**config.mk**
```make
export PLATFORM = sky130hd
export DESIGN_NAME = mult_sequencer
export DESIGN_NICKNAME = d
export VERILOG_FILES = /design/src/rtl/mips_pkg.sv /design/src/rtl/mult_shift_add_dp.sv /design/src/rtl/mult_sequencer.sv
export SDC_FILE = /design/constraint.sdc
export NUM_CORES = 1
export LEC_CHECK = 0
export ABC_AREA = 1
export CORE_AREA = 2 2 179 181
export CTS_BUF_LIST = sky130_fd_sc_hd__clkbuf_4
export DETAILED_ROUTE_END_ITERATION = 8
export DIE_AREA = 0 0 181 183
export DONT_BUFFER_PORTS = 1
export GPL_ROUTABILITY_DRIVEN = 0
export PLACE_DENSITY = 0.73
export SLEW_MARGIN = 15
export SYNTH_ARGS = -nofsm -noshare
export SYNTH_HDL_FRONTEND = slang
export SYNTH_SLANG_ARGS = --single-unit
```
**constraint.sdc**
```tcl
create_clock -name clk -period 3.85 [get_ports clk]
set_clock_uncertainty 0.05 [all_clocks]
set_input_delay 0.77 -clock clk [delete_from_list [all_inputs] [get_ports clk]]
set_output_delay 0.77 -clock clk [all_outputs]
set_load 0.02 [all_outputs]
```
**src/rtl/mips_pkg.sv**
```systemverilog
// Shared definitions for the MIPS core's multi-cycle multiply path:
// sequencer state encoding, default operand width and counter sizing.
package mips_pkg;

   typedef enum logic [1:0] {
      ST_IDLE = 2'd0,
      ST_RUN  = 2'd1,
      ST_FIX  = 2'd2,
      ST_DONE = 2'd3
   } mult_state_e;

   localparam int MULT_WIDTH = 32;

   // Counter must hold 0..WIDTH so it can count every shift-add iteration.
   function automatic int cnt_width(input int width);
      return $clog2(width + 1);
   endfunction

endpackage

```
**src/rtl/mult_shift_add_dp.sv**
```systemverilog
// Signed shift-add multiply datapath: operand magnitudes, 2*WIDTH accumulator,
// final sign fix-up into the HI/LO registers.
module mult_shift_add_dp
   import mips_pkg::*;
#(
   parameter int WIDTH = MULT_WIDTH,
   parameter int CNT_W = cnt_width(WIDTH)
) (
   input  logic               clk,
   input  logic               reset,
   input  logic               load,
   input  logic               step,
   input  logic               fix,
   input  logic [CNT_W-1:0]   shamt,
   input  logic [WIDTH-1:0]   src_a,
   input  logic [WIDTH-1:0]   src_b,
   output logic [WIDTH-1:0]   hi,
   output logic [WIDTH-1:0]   lo
);

   localparam int PROD_W = 2 * WIDTH;

   logic [WIDTH-1:0]  mag_a_q, mag_a_d;
   logic [WIDTH-1:0]  mag_b_q, mag_b_d;
   logic              neg_q, neg_d;
   logic [PROD_W-1:0] acc_q, acc_d;
   logic [WIDTH-1:0]  hi_q, hi_d;
   logic [WIDTH-1:0]  lo_q, lo_d;

   always_comb begin
      mag_a_d = mag_a_q;
      mag_b_d = mag_b_q;
      neg_d   = neg_q;
      acc_d   = acc_q;
      hi_d    = hi_q;
      lo_d    = lo_q;
      if (load) begin
         // The most negative value maps to 2^(WIDTH-1), which still fits unsigned.
         mag_a_d = src_a[WIDTH-1] ? -src_a : src_a;
         mag_b_d = src_b[WIDTH-1] ? -src_b : src_b;
         neg_d   = src_a[WIDTH-1] ^ src_b[WIDTH-1];
         acc_d   = '0;
      end else if (step) begin
         if (mag_b_q[0]) begin
            acc_d = acc_q + (PROD_W'(mag_a_q) << shamt);
         end
         mag_b_d = mag_b_q >> 1;
      end else if (fix) begin
         {hi_d, lo_d} = neg_q ? -acc_q : acc_q;
      end
   end

   always_ff @(posedge clk) begin
      if (reset) begin
         mag_a_q <= '0;
         mag_b_q <= '0;
         neg_q   <= 1'b0;
         acc_q   <= '0;
         hi_q    <= '0;
         lo_q    <= '0;
      end else begin
         mag_a_q <= mag_a_d;
         mag_b_q <= mag_b_d;
         neg_q   <= neg_d;
         acc_q   <= acc_d;
         hi_q    <= hi_d;
         lo_q    <= lo_d;
      end
   end

   assign hi = hi_q;
   assign lo = lo_q;

endmodule

```
**src/rtl/mult_sequencer.sv**
```systemverilog
// Multi-cycle controller for mult/mflo: sequences the shift-add datapath and
// stalls the program counter until HI/LO hold the final product.
module mult_sequencer
   import mips_pkg::*;
#(
   parameter int WIDTH = MULT_WIDTH
) (
   input  logic             clk,
   input  logic             reset,
   input  logic             mult_operation,
   input  logic             mflo_flag,
   input  logic [WIDTH-1:0] srcA,
   input  logic [WIDTH-1:0] srcB,
   output logic             PC_En,
   output logic             busy,
   output logic             done,
   output logic [WIDTH-1:0] hi_out,
   output logic [WIDTH-1:0] lo_out,
   output logic [1:0]       state_dbg
);

   localparam int CNT_W = cnt_width(WIDTH);
   localparam logic [CNT_W-1:0] LAST_ITER = CNT_W'(WIDTH - 1);

   mult_state_e      state_q, state_d;
   logic [CNT_W-1:0] cnt_q, cnt_d;
   logic             load, step, fix;

   // mflo needs no sequencing: the stall guarantees LO is final before it issues.
   logic unused_mflo;
   assign unused_mflo = mflo_flag;

   always_comb begin
      state_d = state_q;
      cnt_d   = cnt_q;
      load    = 1'b0;
      step    = 1'b0;
      fix     = 1'b0;
      case (state_q)
         ST_IDLE: begin
            if (mult_operation) begin
               load    = 1'b1;
               cnt_d   = '0;
               state_d = ST_RUN;
            end
         end
         ST_RUN: begin
            step  = 1'b1;
            cnt_d = cnt_q + CNT_W'(1);
            if (cnt_q == LAST_ITER) begin
               state_d = ST_FIX;
            end
         end
         ST_FIX: begin
            fix     = 1'b1;
            state_d = ST_DONE;
         end
         // mult_operation is still asserted here for the same instruction; ignore it.
         ST_DONE: state_d = ST_IDLE;
         default: state_d = ST_IDLE;
      endcase
   end

   always_ff @(posedge clk) begin
      if (reset) begin
         state_q <= ST_IDLE;
         cnt_q   <= '0;
      end else begin
         state_q <= state_d;
         cnt_q   <= cnt_d;
      end
   end

   mult_shift_add_dp #(
      .WIDTH (WIDTH),
      .CNT_W (CNT_W)
   ) u_dp (
      .clk   (clk),
      .reset (reset),
      .load  (load),
      .step  (step),
      .fix   (fix),
      .shamt (cnt_q),
      .src_a (srcA),
      .src_b (srcB),
      .hi    (hi_out),
      .lo    (lo_out)
   );

   assign busy      = (state_q == ST_RUN) || (state_q == ST_FIX);
   assign done      = (state_q == ST_DONE);
   assign PC_En     = reset || !(((state_q == ST_IDLE) && mult_operation) || busy);
   assign state_dbg = state_q;

endmodule
```
==> metrics <==
hold path cells 1; H-tree Lvls 2; #FFs+latches synth 201; Syn-to-layout area delta 8.70%; P_leak 10.1 nW; Psw 4.62 mW; number of flops mapped to enable cells by yosys 0; die width 181 µm; maximum vdd drop 338 µV; Reg power frac 0.331; switching share of power 0.475; Design Power 9.72 mW; count leader, synth nand2_1; CP max FO 11; outcome finished, final reports clean; Worst-path clk slew 0.07 ns; syn_area_per_cell 5.68 µm²; synth cell count leaders 870 x nand2_1, 469 x inv_1, 424 x nor2_1; Fill cells 3158; Crit. Startpoint cnt_q[4]$_SDFFE_PP0P_; YS warnings 0; Area after DPL 19000 µm²; unrepaired setup endpoints after global routing true; number of global-route vias before repair 19900; post-DP HPWL 49.2 mm; all-layer global routing usage 0.371; R2R Setup Slk 0.13 ns; Synth top area share 0.217; largest net degree at the start of global routing 93; initial antenna violation count 4; Worst-Margin Slew 1.05 ns; Initial Util 0.593; final WL 62.8 mm; Slew Limit Headroom 0.299; crit path kind register to register; Clock Sinks 201; asr flop ratio synth 0; DRT Pass-1 Iters 7; DRC viols 0; WL/cell 16.9 µm; Final setup viols 0; # rows 65; min-delay src reset; max-slew violations 0; DRT antenna net count 0; Comb power frac 0.465; Worst Hold Class primary input to register; Critical Path RT 4.50 ns; CTS buffer count 55; Post-Syn Nets 3399; Tmin final 3.72 ns; Mapped Area 18500 µm²; R2R cell count 15; CTS tree built; maximum clock rate 269 MHz; CTS root buffer clkbuf_4; first-pass GRT wire length 98.9 mm; Congestion Overflow GR 0; Final nets 3410; largest cells by area after synthesis dfxtp_1 22%, nand2_1 18%, inv_1 9.5%; Via density 5.76; Pwr Density 483 nW/µm²; Critical path destination u_dp.acc_q[61]$_SDFFE_PP0P_; clock buffer depth 3; Reg2Reg Capture Point u_dp.acc_q[61]$_SDFFE_PP0P_; WP data arrival 4.38 ns; IO Port Bufs 0; Final Hold Vio Count 0; height of the chip 183 µm; post-synthesis cell count 3259; Startpoint Class register; worst hold slack 0.0820 ns; CORE AREA 31200 µm²; DRT iter0 DRCs 2088; power share of the clock group 0.204; post-route cell area 20100 µm²; Cell variety after synth 55; prevailing post-synth register cell dfxtp_1; Inst Count DP 3604; Ports 137; final setup TNS 0 ns; via count 21300; sequential share of the synthesized area 0.217; Tcrit/Tclk final 0.967; RR Startpoint cnt_q[4]$_SDFFE_PP0P_; layout cells sized above 1 0.0823; Layout Cells excl Fill 3707; clk_lat worst skew 0.82 ns; Yosys top cell by area dfxtp_1; die area 33100 µm²; Max Cap Viol 0; nature of the critical path endpoint register; Internal 5.10 mW
==> power by group through the flow <==
stage,sequential [mW],clock (mW),combinational [mW]
floorplan,3.10,0,3.28
global placement,3.24,0,4.19
detailed placement,3.25,0,4.27
CTS,3.21,2.04,4.30
global route,3.25,2.14,5.04
finish,3.21,1.98,4.52
==> per-stage QoR <==
stage / worst slack [ns] / util
after floorplan: 0.834 / -
after global placement: 0.0926 / 0.609
after detailed placement: -0.0265 / 0.609
after CTS: 0.00543 / 0.632
after global routing: -0.0602 / 0.645
final: 0.126 / 0.645
==> timing repair <==
action | 4_1_cts | 5_1_grt
gates resized for setup | 0 | 108
hold buffers | 2 | 0
endpoints found under the hold margin | 25 | 0
endpoints found under the setup margin | 0 | 43
setup buffers | 0 | 9
==> final cells by class <==
| type | count | area, µm² | share of cell area |
|---|---|---|---|
| Multi-Input combinational cell | 2458 | 12500 | 0.621 |
| Tap cell | 402 | 503 | 0.0250 |
| Clock buffer | 77 | 578 | 0.0287 |
| Timing Repair Buffer | 75 | 609 | 0.0303 |
| Antenna cell | 1 | 2.50 | 0.000124 |
| Inverter | 479 | 1810 | 0.0897 |
| Clock inverter | 14 | 109 | 0.00541 |
| Sequential cell | 201 | 4030 | 0.200 |
==> worst max-delay path, stage by stage (launching register included) <==
cell and delay [ns]:
dfxtp_1 0.46, nor2_1 0.56, inv_1 0.33, o221ai_1 0.48, ha_1 0.36, a21oi_1 0.27, nor2_1 0.07, nor2_1 0.11
o21ai_0 0.14, o21bai_1 0.22, a21oi_1 0.27, nand2_1 0.09, nand2_1 0.07, nand3_1 0.07, nand2_1 0.06, inv_1 0.04
==> cell families after synthesis <==
family	after synthesis	synth area share
buffers and inverters	600	0.126
multiplexers	3	0.00162
XOR/XNOR	89	0.0421
AO/OA/AOI/OAI	627	0.191
flip-flops	201	0.217
AND/OR/NAND/NOR	1667	0.373
adder cells (fa/ha/maj)	72	0.0490
==> registers in the layout, summed over array words and instances (netlist names) <==
signal	count
u_dp.mag_a_q	32
state_dbg	2
u_dp.neg_q	1
cnt_q	6
u_dp.acc_q	64
u_dp.mag_b_q	32
u_dp.hi	32
u_dp.lo	32
==> how the worst min path moves through the flow <==
| stage | end | slack, ns |
|---|---|---|
| 6_report | u_dp.mag_b_q[17]$_SDFFE_PP0P_ | 0.08 |
| 5_1_grt | u_dp.mag_b_q[7]$_SDFFE_PP0P_ | 0.01 |
| 4_1_cts | u_dp.mag_b_q[11]$_SDFFE_PP0P_ | 0.0005 |
| 3_5_place_dp | u_dp.mag_b_q[19]$_SDFFE_PP0P_ | 0.40 |
| 3_3_place_gp | u_dp.mag_b_q[13]$_SDFFE_PP0P_ | 0.40 |
| 2_1_floorplan | u_dp.mag_b_q[12]$_SDFFE_PP0P_ | 0.40 |
==> routing by layer <==
layer	track usage	vias to the layer above	wire, µm
met5	0	-	34
li1	-	10600	-
met2	0.634	1043	28800
met3	0.0802	280	5630
met4	0.266	6	4950
met1	0.412	9431	23400
==> cell usage in the layout, fill, tap and decap left out, drive strengths merged, types with 3 or more instances in the layout <==
| cell | n |
|---|---|
| nand2 | 879 |
| inv | 474 |
| nor2 | 434 |
| o21ai | 270 |
| nand3 | 229 |
| a21oi | 224 |
| dfxtp | 201 |
| clkbuf | 77 |
| xor2 | 77 |
| buf | 73 |
| ha | 71 |
| nor3 | 60 |
| nand4 | 44 |
| o221ai | 30 |
| o211ai | 21 |
| o21bai | 20 |
| a31oi | 18 |
| clkinv | 17 |
| xnor2 | 12 |
| o22ai | 12 |
| o21a | 7 |
| o31ai | 7 |
| nor4 | 7 |
| a21o | 6 |
| mux2i | 3 |
| a22oi | 3 |
| and2 | 3 |
| nor3b | 3 |
| or2 | 3 |
| o32ai | 3 |
| and3 | 3 |
Power figures use the tool's default switching activity.
